**src/rtl/mux_seq_pkg.sv**
```systemverilog
// mux_seq_pkg: shared constants for the mux_seq block.
//   MUX_SEQ_WIDTH_DEF / MUX_SEQ_NCH_DEF : default data width and channel count
//   MODE_MANUAL / MODE_SCAN             : encoding of the mode input
// Optional feature macro used by the block: MUX_SEQ_PARITY_EN.
package mux_seq_pkg;
    localparam int MUX_SEQ_WIDTH_DEF = 8;
    localparam int MUX_SEQ_NCH_DEF   = 4;

    localparam logic MODE_MANUAL = 1'b0;
    localparam logic MODE_SCAN   = 1'b1;
endpackage

```
**src/rtl/mux_seq_if.sv**
```systemverilog
// mux_seq_if: bundles the data/control/status signals of mux_seq.
//   d        : NCH*WIDTH flattened channel data (channel k at [k*WIDTH +: WIDTH])
//   en       : capture / scan-advance enable
//   mode     : 0 = manual, 1 = scan
//   sel_load : load sel_in into the select register
//   sel_in   : channel number to load
//   y        : registered selected data
//   y_valid  : y captured on the previous edge
//   cur_sel  : current select register value
//   wrap     : one-cycle pulse when the scan wraps NCH-1 -> 0
//   y_par    : even parity of y (only with MUX_SEQ_PARITY_EN)
// Modports: master drives the inputs of the block, slave is the block itself.
// Handshake: there is no back-pressure; en qualifies each cycle and y_valid
// marks the cycle after an enabled capture.
import mux_seq_pkg::*;

interface mux_seq_if #(
    parameter int WIDTH = MUX_SEQ_WIDTH_DEF,
    parameter int NCH   = MUX_SEQ_NCH_DEF
);
    localparam int SELW = $clog2(NCH);

    logic [NCH*WIDTH-1:0] d;
    logic                 en;
    logic                 mode;
    logic                 sel_load;
    logic [SELW-1:0]      sel_in;
    logic [WIDTH-1:0]     y;
    logic                 y_valid;
    logic [SELW-1:0]      cur_sel;
    logic                 wrap;
`ifdef MUX_SEQ_PARITY_EN
    logic                 y_par;
`endif

    modport master (
`ifdef MUX_SEQ_PARITY_EN
        input  y_par,
`endif
        output d, en, mode, sel_load, sel_in,
        input  y, y_valid, cur_sel, wrap
    );

    modport slave (
`ifdef MUX_SEQ_PARITY_EN
        output y_par,
`endif
        input  d, en, mode, sel_load, sel_in,
        output y, y_valid, cur_sel, wrap
    );
endinterface

```
**src/rtl/mux_seq_sel_cnt.sv**
```systemverilog
// mux_seq_sel_cnt: select register with explicit load, auto-scan and wrap flag.
//   clk, reset   : clock, synchronous active-high reset
//   en_i         : scan advance enable
//   mode_i       : MODE_MANUAL / MODE_SCAN
//   sel_load_i   : load request
//   sel_in_i     : value to load (ignored when >= NCH)
//   sel_o        : select register
//   wrap_o       : registered pulse, set when a scan step goes NCH-1 -> 0
import mux_seq_pkg::*;

module mux_seq_sel_cnt #(
    parameter int NCH  = MUX_SEQ_NCH_DEF,
    parameter int SELW = $clog2(NCH)
) (
    input  logic            clk,
    input  logic            reset,
    input  logic            en_i,
    input  logic            mode_i,
    input  logic            sel_load_i,
    input  logic [SELW-1:0] sel_in_i,
    output logic [SELW-1:0] sel_o,
    output logic            wrap_o
);
    // One extra bit so NCH itself is representable for the range check.
    localparam logic [SELW:0]   NCH_W    = (SELW+1)'(NCH);
    localparam logic [SELW-1:0] LAST_SEL = SELW'(NCH - 1);

    logic [SELW-1:0] sel_q, sel_d;
    logic            wrap_q, wrap_d;

    always_comb begin
        sel_d  = sel_q;
        wrap_d = 1'b0;
        if (sel_load_i) begin
            // An out-of-range load swallows the cycle: no load, no scan step.
            if ({1'b0, sel_in_i} < NCH_W) begin
                sel_d = sel_in_i;
            end
        end else if (mode_i == MODE_SCAN && en_i) begin
            if (sel_q == LAST_SEL) begin
                sel_d  = '0;
                wrap_d = 1'b1;
            end else begin
                sel_d = sel_q + SELW'(1);
            end
        end
    end

    always_ff @(posedge clk) begin
        if (reset) begin
            sel_q  <= '0;
            wrap_q <= 1'b0;
        end else begin
            sel_q  <= sel_d;
            wrap_q <= wrap_d;
        end
    end

    assign sel_o  = sel_q;
    assign wrap_o = wrap_q;
endmodule

```
**src/rtl/mux_seq.sv**
```systemverilog
// mux_seq: N-channel registered multiplexer with registered select and scan mode.
//   clk   : rising-edge clock
//   reset : synchronous active-high reset
//   bus   : mux_seq_if.slave (d, en, mode, sel_load, sel_in in;
//           y, y_valid, cur_sel, wrap out; y_par out with MUX_SEQ_PARITY_EN)
// Capture uses the select value from before the edge, so a load or scan step
// on the same edge only affects the following capture.
import mux_seq_pkg::*;

module mux_seq #(
    parameter int WIDTH = MUX_SEQ_WIDTH_DEF,
    parameter int NCH   = MUX_SEQ_NCH_DEF
) (
    input  logic     clk,
    input  logic     reset,
    mux_seq_if.slave bus
);
    localparam int SELW = $clog2(NCH);

    logic [SELW-1:0]  sel;
    logic [WIDTH-1:0] chan;
    logic [WIDTH-1:0] y_q, y_d;
    logic             y_valid_q, y_valid_d;

    mux_seq_sel_cnt #(
        .NCH  (NCH),
        .SELW (SELW)
    ) u_sel_cnt (
        .clk        (clk),
        .reset      (reset),
        .en_i       (bus.en),
        .mode_i     (bus.mode),
        .sel_load_i (bus.sel_load),
        .sel_in_i   (bus.sel_in),
        .sel_o      (sel),
        .wrap_o     (bus.wrap)
    );

    // Decoded selection; unreachable select codes (non power-of-2 NCH) give 0.
    always_comb begin
        chan = '0;
        for (int k = 0; k < NCH; k++) begin
            if (sel == SELW'(k)) begin
                chan = bus.d[k*WIDTH +: WIDTH];
            end
        end
    end

    always_comb begin
        y_d       = y_q;
        y_valid_d = 1'b0;
        if (bus.en) begin
            y_d       = chan;
            y_valid_d = 1'b1;
        end
    end

    always_ff @(posedge clk) begin
        if (reset) begin
            y_q       <= '0;
            y_valid_q <= 1'b0;
        end else begin
            y_q       <= y_d;
            y_valid_q <= y_valid_d;
        end
    end

`ifdef MUX_SEQ_PARITY_EN
    logic y_par_q, y_par_d;

    always_comb begin
        y_par_d = y_par_q;
        if (bus.en) begin
            y_par_d = ^chan;
        end
    end

    always_ff @(posedge clk) begin
        if (reset) begin
            y_par_q <= 1'b0;
        end else begin
            y_par_q <= y_par_d;
        end
    end

    assign bus.y_par = y_par_q;
`endif

    assign bus.y       = y_q;
    assign bus.y_valid = y_valid_q;
    assign bus.cur_sel = sel;
endmodule

```
**src/flat_wrapper.sv**
```systemverilog
// flat-port wrapper written by rule: the top's interface ports become plain ports
module mux_seq_flat 
#(
    parameter int WIDTH = MUX_SEQ_WIDTH_DEF,
    parameter int NCH   = MUX_SEQ_NCH_DEF
)
  (clk, reset, bus_d, bus_en, bus_mode, bus_sel_load, bus_sel_in, bus_y, bus_y_valid, bus_cur_sel, bus_wrap);
  mux_seq_if #(.WIDTH(WIDTH), .NCH(NCH)) bus_i ();
  input  logic clk;
  input  logic reset;
  input wire logic [$bits(bus_i.d)-1:0] bus_d;
  input wire logic [$bits(bus_i.en)-1:0] bus_en;
  input wire logic [$bits(bus_i.mode)-1:0] bus_mode;
  input wire logic [$bits(bus_i.sel_load)-1:0] bus_sel_load;
  input wire logic [$bits(bus_i.sel_in)-1:0] bus_sel_in;
  output wire logic [$bits(bus_i.y)-1:0] bus_y;
  output wire logic [$bits(bus_i.y_valid)-1:0] bus_y_valid;
  output wire logic [$bits(bus_i.cur_sel)-1:0] bus_cur_sel;
  output wire logic [$bits(bus_i.wrap)-1:0] bus_wrap;
  assign bus_i.d = bus_d;
  assign bus_i.en = bus_en;
  assign bus_i.mode = bus_mode;
  assign bus_i.sel_load = bus_sel_load;
  assign bus_i.sel_in = bus_sel_in;
  assign bus_y = bus_i.y;
  assign bus_y_valid = bus_i.y_valid;
  assign bus_cur_sel = bus_i.cur_sel;
  assign bus_wrap = bus_i.wrap;
  mux_seq #(.WIDTH(WIDTH), .NCH(NCH)) u_core (.clk(clk), .reset(reset), .bus(bus_i));
endmodule
```
**config.mk**
```make
export PLATFORM = sky130hd
export DESIGN_NAME = mux_seq_flat
export DESIGN_NICKNAME = d
export VERILOG_FILES = /design/src/rtl/mux_seq_pkg.sv /design/src/rtl/mux_seq_if.sv /design/src/rtl/mux_seq_sel_cnt.sv /design/src/rtl/mux_seq.sv /design/src/flat_wrapper.sv
export SDC_FILE = /design/constraint.sdc
export NUM_CORES = 1
export LEC_CHECK = 0
export ABC_AREA = 1
export CAP_MARGIN = 15
export CORE_MARGIN = 5
export CORE_UTILIZATION = 39
export CTS_CLUSTER_DIAMETER = 100
export DETAILED_ROUTE_END_ITERATION = 10
export GPL_ROUTABILITY_DRIVEN = 1
export PLACE_DENSITY = 0.85
export SLEW_MARGIN = 20
export SYNTH_ARGS = -nofsm -noshare
export SYNTH_HDL_FRONTEND = slang
export SYNTH_SLANG_ARGS = --single-unit
```
**constraint.sdc**
```tcl
create_clock -name clk -period 2.7 [get_ports clk]
set_input_delay 0.81 -clock clk [delete_from_list [all_inputs] [get_ports clk]]
set_output_delay 0.81 -clock clk [all_outputs]
set_load 0.02 [all_outputs]
```
==> summary.md <==
| Metric | Value |
|---|---|
| Port Buffers | `50` |
| Num rows | `16` |
| Post-DP HPWL | `1980 um` |
| Post-synthesis sequential area ratio | `0.295` |
| Maxcap violations | `0` |
| Via count | `977` |
| Data arrival, critical path | `1.34 ns` |
| Vias in the first global route | `about 950` |
| Post-CTS Resized | `0` |
| Synthesized Nets | `172` |
| # hold bufs at CTS | `0` |
| Layout Skew | `approximately 0.0044 ns` |
| Final min period | `around 2.1 ns` |
| DRC | `0` |
| Crit path buf inv count | `1` |
| Class of the worst hold path | `register to register` |
| # IOs | `about 50` |
| Critical path's slowest cell | `clkdlybuf4s50_1` |
| Die X | `approximately 56 um` |
| Peak supply drop | `roughly 0.45 mV` |
| DR pass1 iterations | `4` |
| Grt ovf | `0` |
| Max clock buf depth | `2` |
| Critical Path Stages | `1` |
| Status | `completed` |
| Leakage | `0.576 nW` |
| Slew margin rel. | `0.602` |
| All-Layer GR Usage | `0.165` |
| CTS tree | `built` |
| Core area | `a little under 0.002 mm^2` |
| Clk sink count | `12` |
| First-pass GRT wire length | `between 4000 and 5000 um` |
| Required time worst endpoint | `1.89 ns` |
| Pwr Total | `roughly 550 uW` |
| Nets | `221` |
| PwrDens | `around 410 mW/mm^2` |
| Die Y | `between 50 and 60 um` |
| Drt via density | `between 4 and 5` |
| Crit path cell chain | `clkdlybuf4s50_1` |
| Initial antenna violation count | `0` |
| Fin crit share | `0.796` |
| Root Buffer | `clkbuf_4` |
| Setup bufs post-CTS | `0` |
| Final wirelength | `between 2000 and 2500 um` |
| Die area | `0.00310 mm^2` |
| Worst skew pair latency | `0.28 ns` |
| Starting DRC count in detailed routing | `23` |
| Setup Viol. Count Final | `0` |
| Routability Congestion | `0.836` |
| Final number of max-transition violations | `0` |
| # diodes | `0` |
| Reg2reg path depth | `9` |
| CTS clk-pin slew, worst paths | `0.07 ns` |
| Area grow syn2layout | `64.9%` |
| WS Path Type | `register to output port` |
| Mean Syn Cell Area | `~6.3 um^2` |
| Starting Density | `0.410` |
| RSZ-0062 raised after global routing | `no` |
| Worst setup EP type | `output port` |
| Post-Syn Area | `813 um^2` |
| Crit-path max FO | `5` |
| Routed WL per cell | `12.2 um` |
| Tightest Pin Transition | `0.596 ns` |
| Max incr delay on CP | `between 0.6 and 0.7 ns` |
| Cells after synthesis | `129` |
| Num CTS Buffers | `3` |
| Library cells used by synthesis | `16` |
| Synth warn | `0` |
| Max Clk Rate | `466 MHz` |
| Yosys reg bits | `12` |
| TNS Setup | `0 ns` |
| Final hold vios | `0` |
| Antenna Nets Post-Route | `0` |
| Layout cell share with drive strength beyond 1 | `0.0904` |
| Crit path max-delay family | `buffers and inverters` |
| Hold path depth | `2` |
| Startpoint type of the worst setup path | `register` |
| Largest net degree at the start of global routing | `18` |
| H-Tree Depth | `1` |
## cells in the mapped netlist
library cell   n  share of area
a21oi_1        8          0.049
a21oi_2        8          0.086
a311oi_1       1          0.011
a31oi_1        1         0.0077
buf_2          4          0.025
buf_6          2          0.028
clkinv_4       1          0.011
dfxtp_1       12           0.30
ha_1           4          0.062
inv_1          3          0.014
inv_2          3          0.014
nand2_1       53           0.24
nand3_1        9          0.055
nand4_1        1         0.0077
nor2_1        18          0.083
nor4_1         1         0.0077
## worst paths after layout
| check | slack (ns) | start | endpoint |
|---|---|---|---|
| hold / removal | 0.48 | u_core.bus.y[2]$_SDFFE_PP0P_ | u_core.bus.y[2]$_SDFFE_PP0P_ |
| setup reg to reg | 1.22 | u_core.u_sel_cnt.sel_o[1]$_SDFFE_PP0P_ | u_core.bus.y[4]$_SDFFE_PP0P_ |
| hold reg to reg | 0.48 | u_core.bus.y[2]$_SDFFE_PP0P_ | u_core.bus.y[2]$_SDFFE_PP0P_ |
| setup / recovery | 0.55 | u_core.u_sel_cnt.sel_o[0]$_SDFFE_PP0P_ | bus_cur_sel[0] |
## report_power, final
part           leakage (nW)  internal [mW]  switching, mW
Clock                0.0210         0.0821         0.0617
Combinational         0.456          0.108          0.100
Sequential           0.0986          0.191        0.00973
## metrics by stage
stage	util	hold WS, ns	std cells	setup slack [ns]	instance area, um^2
after floorplan	-	0.554	129	1.34	813
after global placement	0.658	0.469	200	0.771	1310
final	0.677	0.478	204	0.552	1340
after global routing	0.677	0.495	204	0.499	1340
after CTS	0.677	0.478	204	0.540	1340
after detailed placement	0.658	0.466	200	0.690	1310
## worst reg2reg max path: cells and delay by family, from the launching register on
family	cells	cell delay, ns
compound gates	1	0.05
fa+ha+maj	1	0.36
buf+inv	2	0.23
flops	1	0.36
simple gates	5	0.35
## placed cells by master (no fill, tap or decap), drive strengths merged
| cell type | Yosys | final |
|---|---|---|
| nand2 | 53 | 53 |
| clkdlybuf4s50 | 0 | 50 |
| nor2 | 18 | 18 |
| a21oi | 16 | 16 |
| dfxtp | 12 | 12 |
| nand3 | 9 | 9 |
| inv | 6 | 6 |
| ha | 4 | 4 |
| clkbuf | 0 | 4 |
| clkinv | 1 | 1 |
| nor4 | 1 | 1 |
| nand4 | 1 | 1 |
| a31oi | 1 | 1 |
| a311oi | 1 | 1 |
## flip-flops by register name, summed over array words and instances (netlist names)
| register | flops |
|---|---|
| u_core.bus.y_valid | 1 |
| u_core.u_sel_cnt.wrap_o | 1 |
| u_core.bus.y | 8 |
| u_core.u_sel_cnt.sel_o | 2 |
## final cells by class
type,instances,area [um^2]
Clock buffer,4,36.3
Fill cell,170,641
Inverter,7,31.3
Multi-Input combinational cell,104,499
Sequential cell,12,240
Tap cell,27,33.8
Timing Repair Buffer,50,500
## routing by layer
metal	vias up	wire length [um]	track usage
li1	510	-	-
met1	427	1090	0.205
met2	38	1190	0.274
met3	2	201	0.0742
met4	0	6	0.0104
met5	-	0	0
## cells by family after synthesis
kind of cell | after synthesis | share of synthesized area
AND/OR/NAND/NOR | 82 | 0.398
adder cells (fa/ha/maj) | 4 | 0.0615
buffers and inverters | 13 | 0.0908
AO/OA/AOI/OAI | 18 | 0.154
flip-flops | 12 | 0.295
No activity file was read; power rests on OpenSTA's default activity.
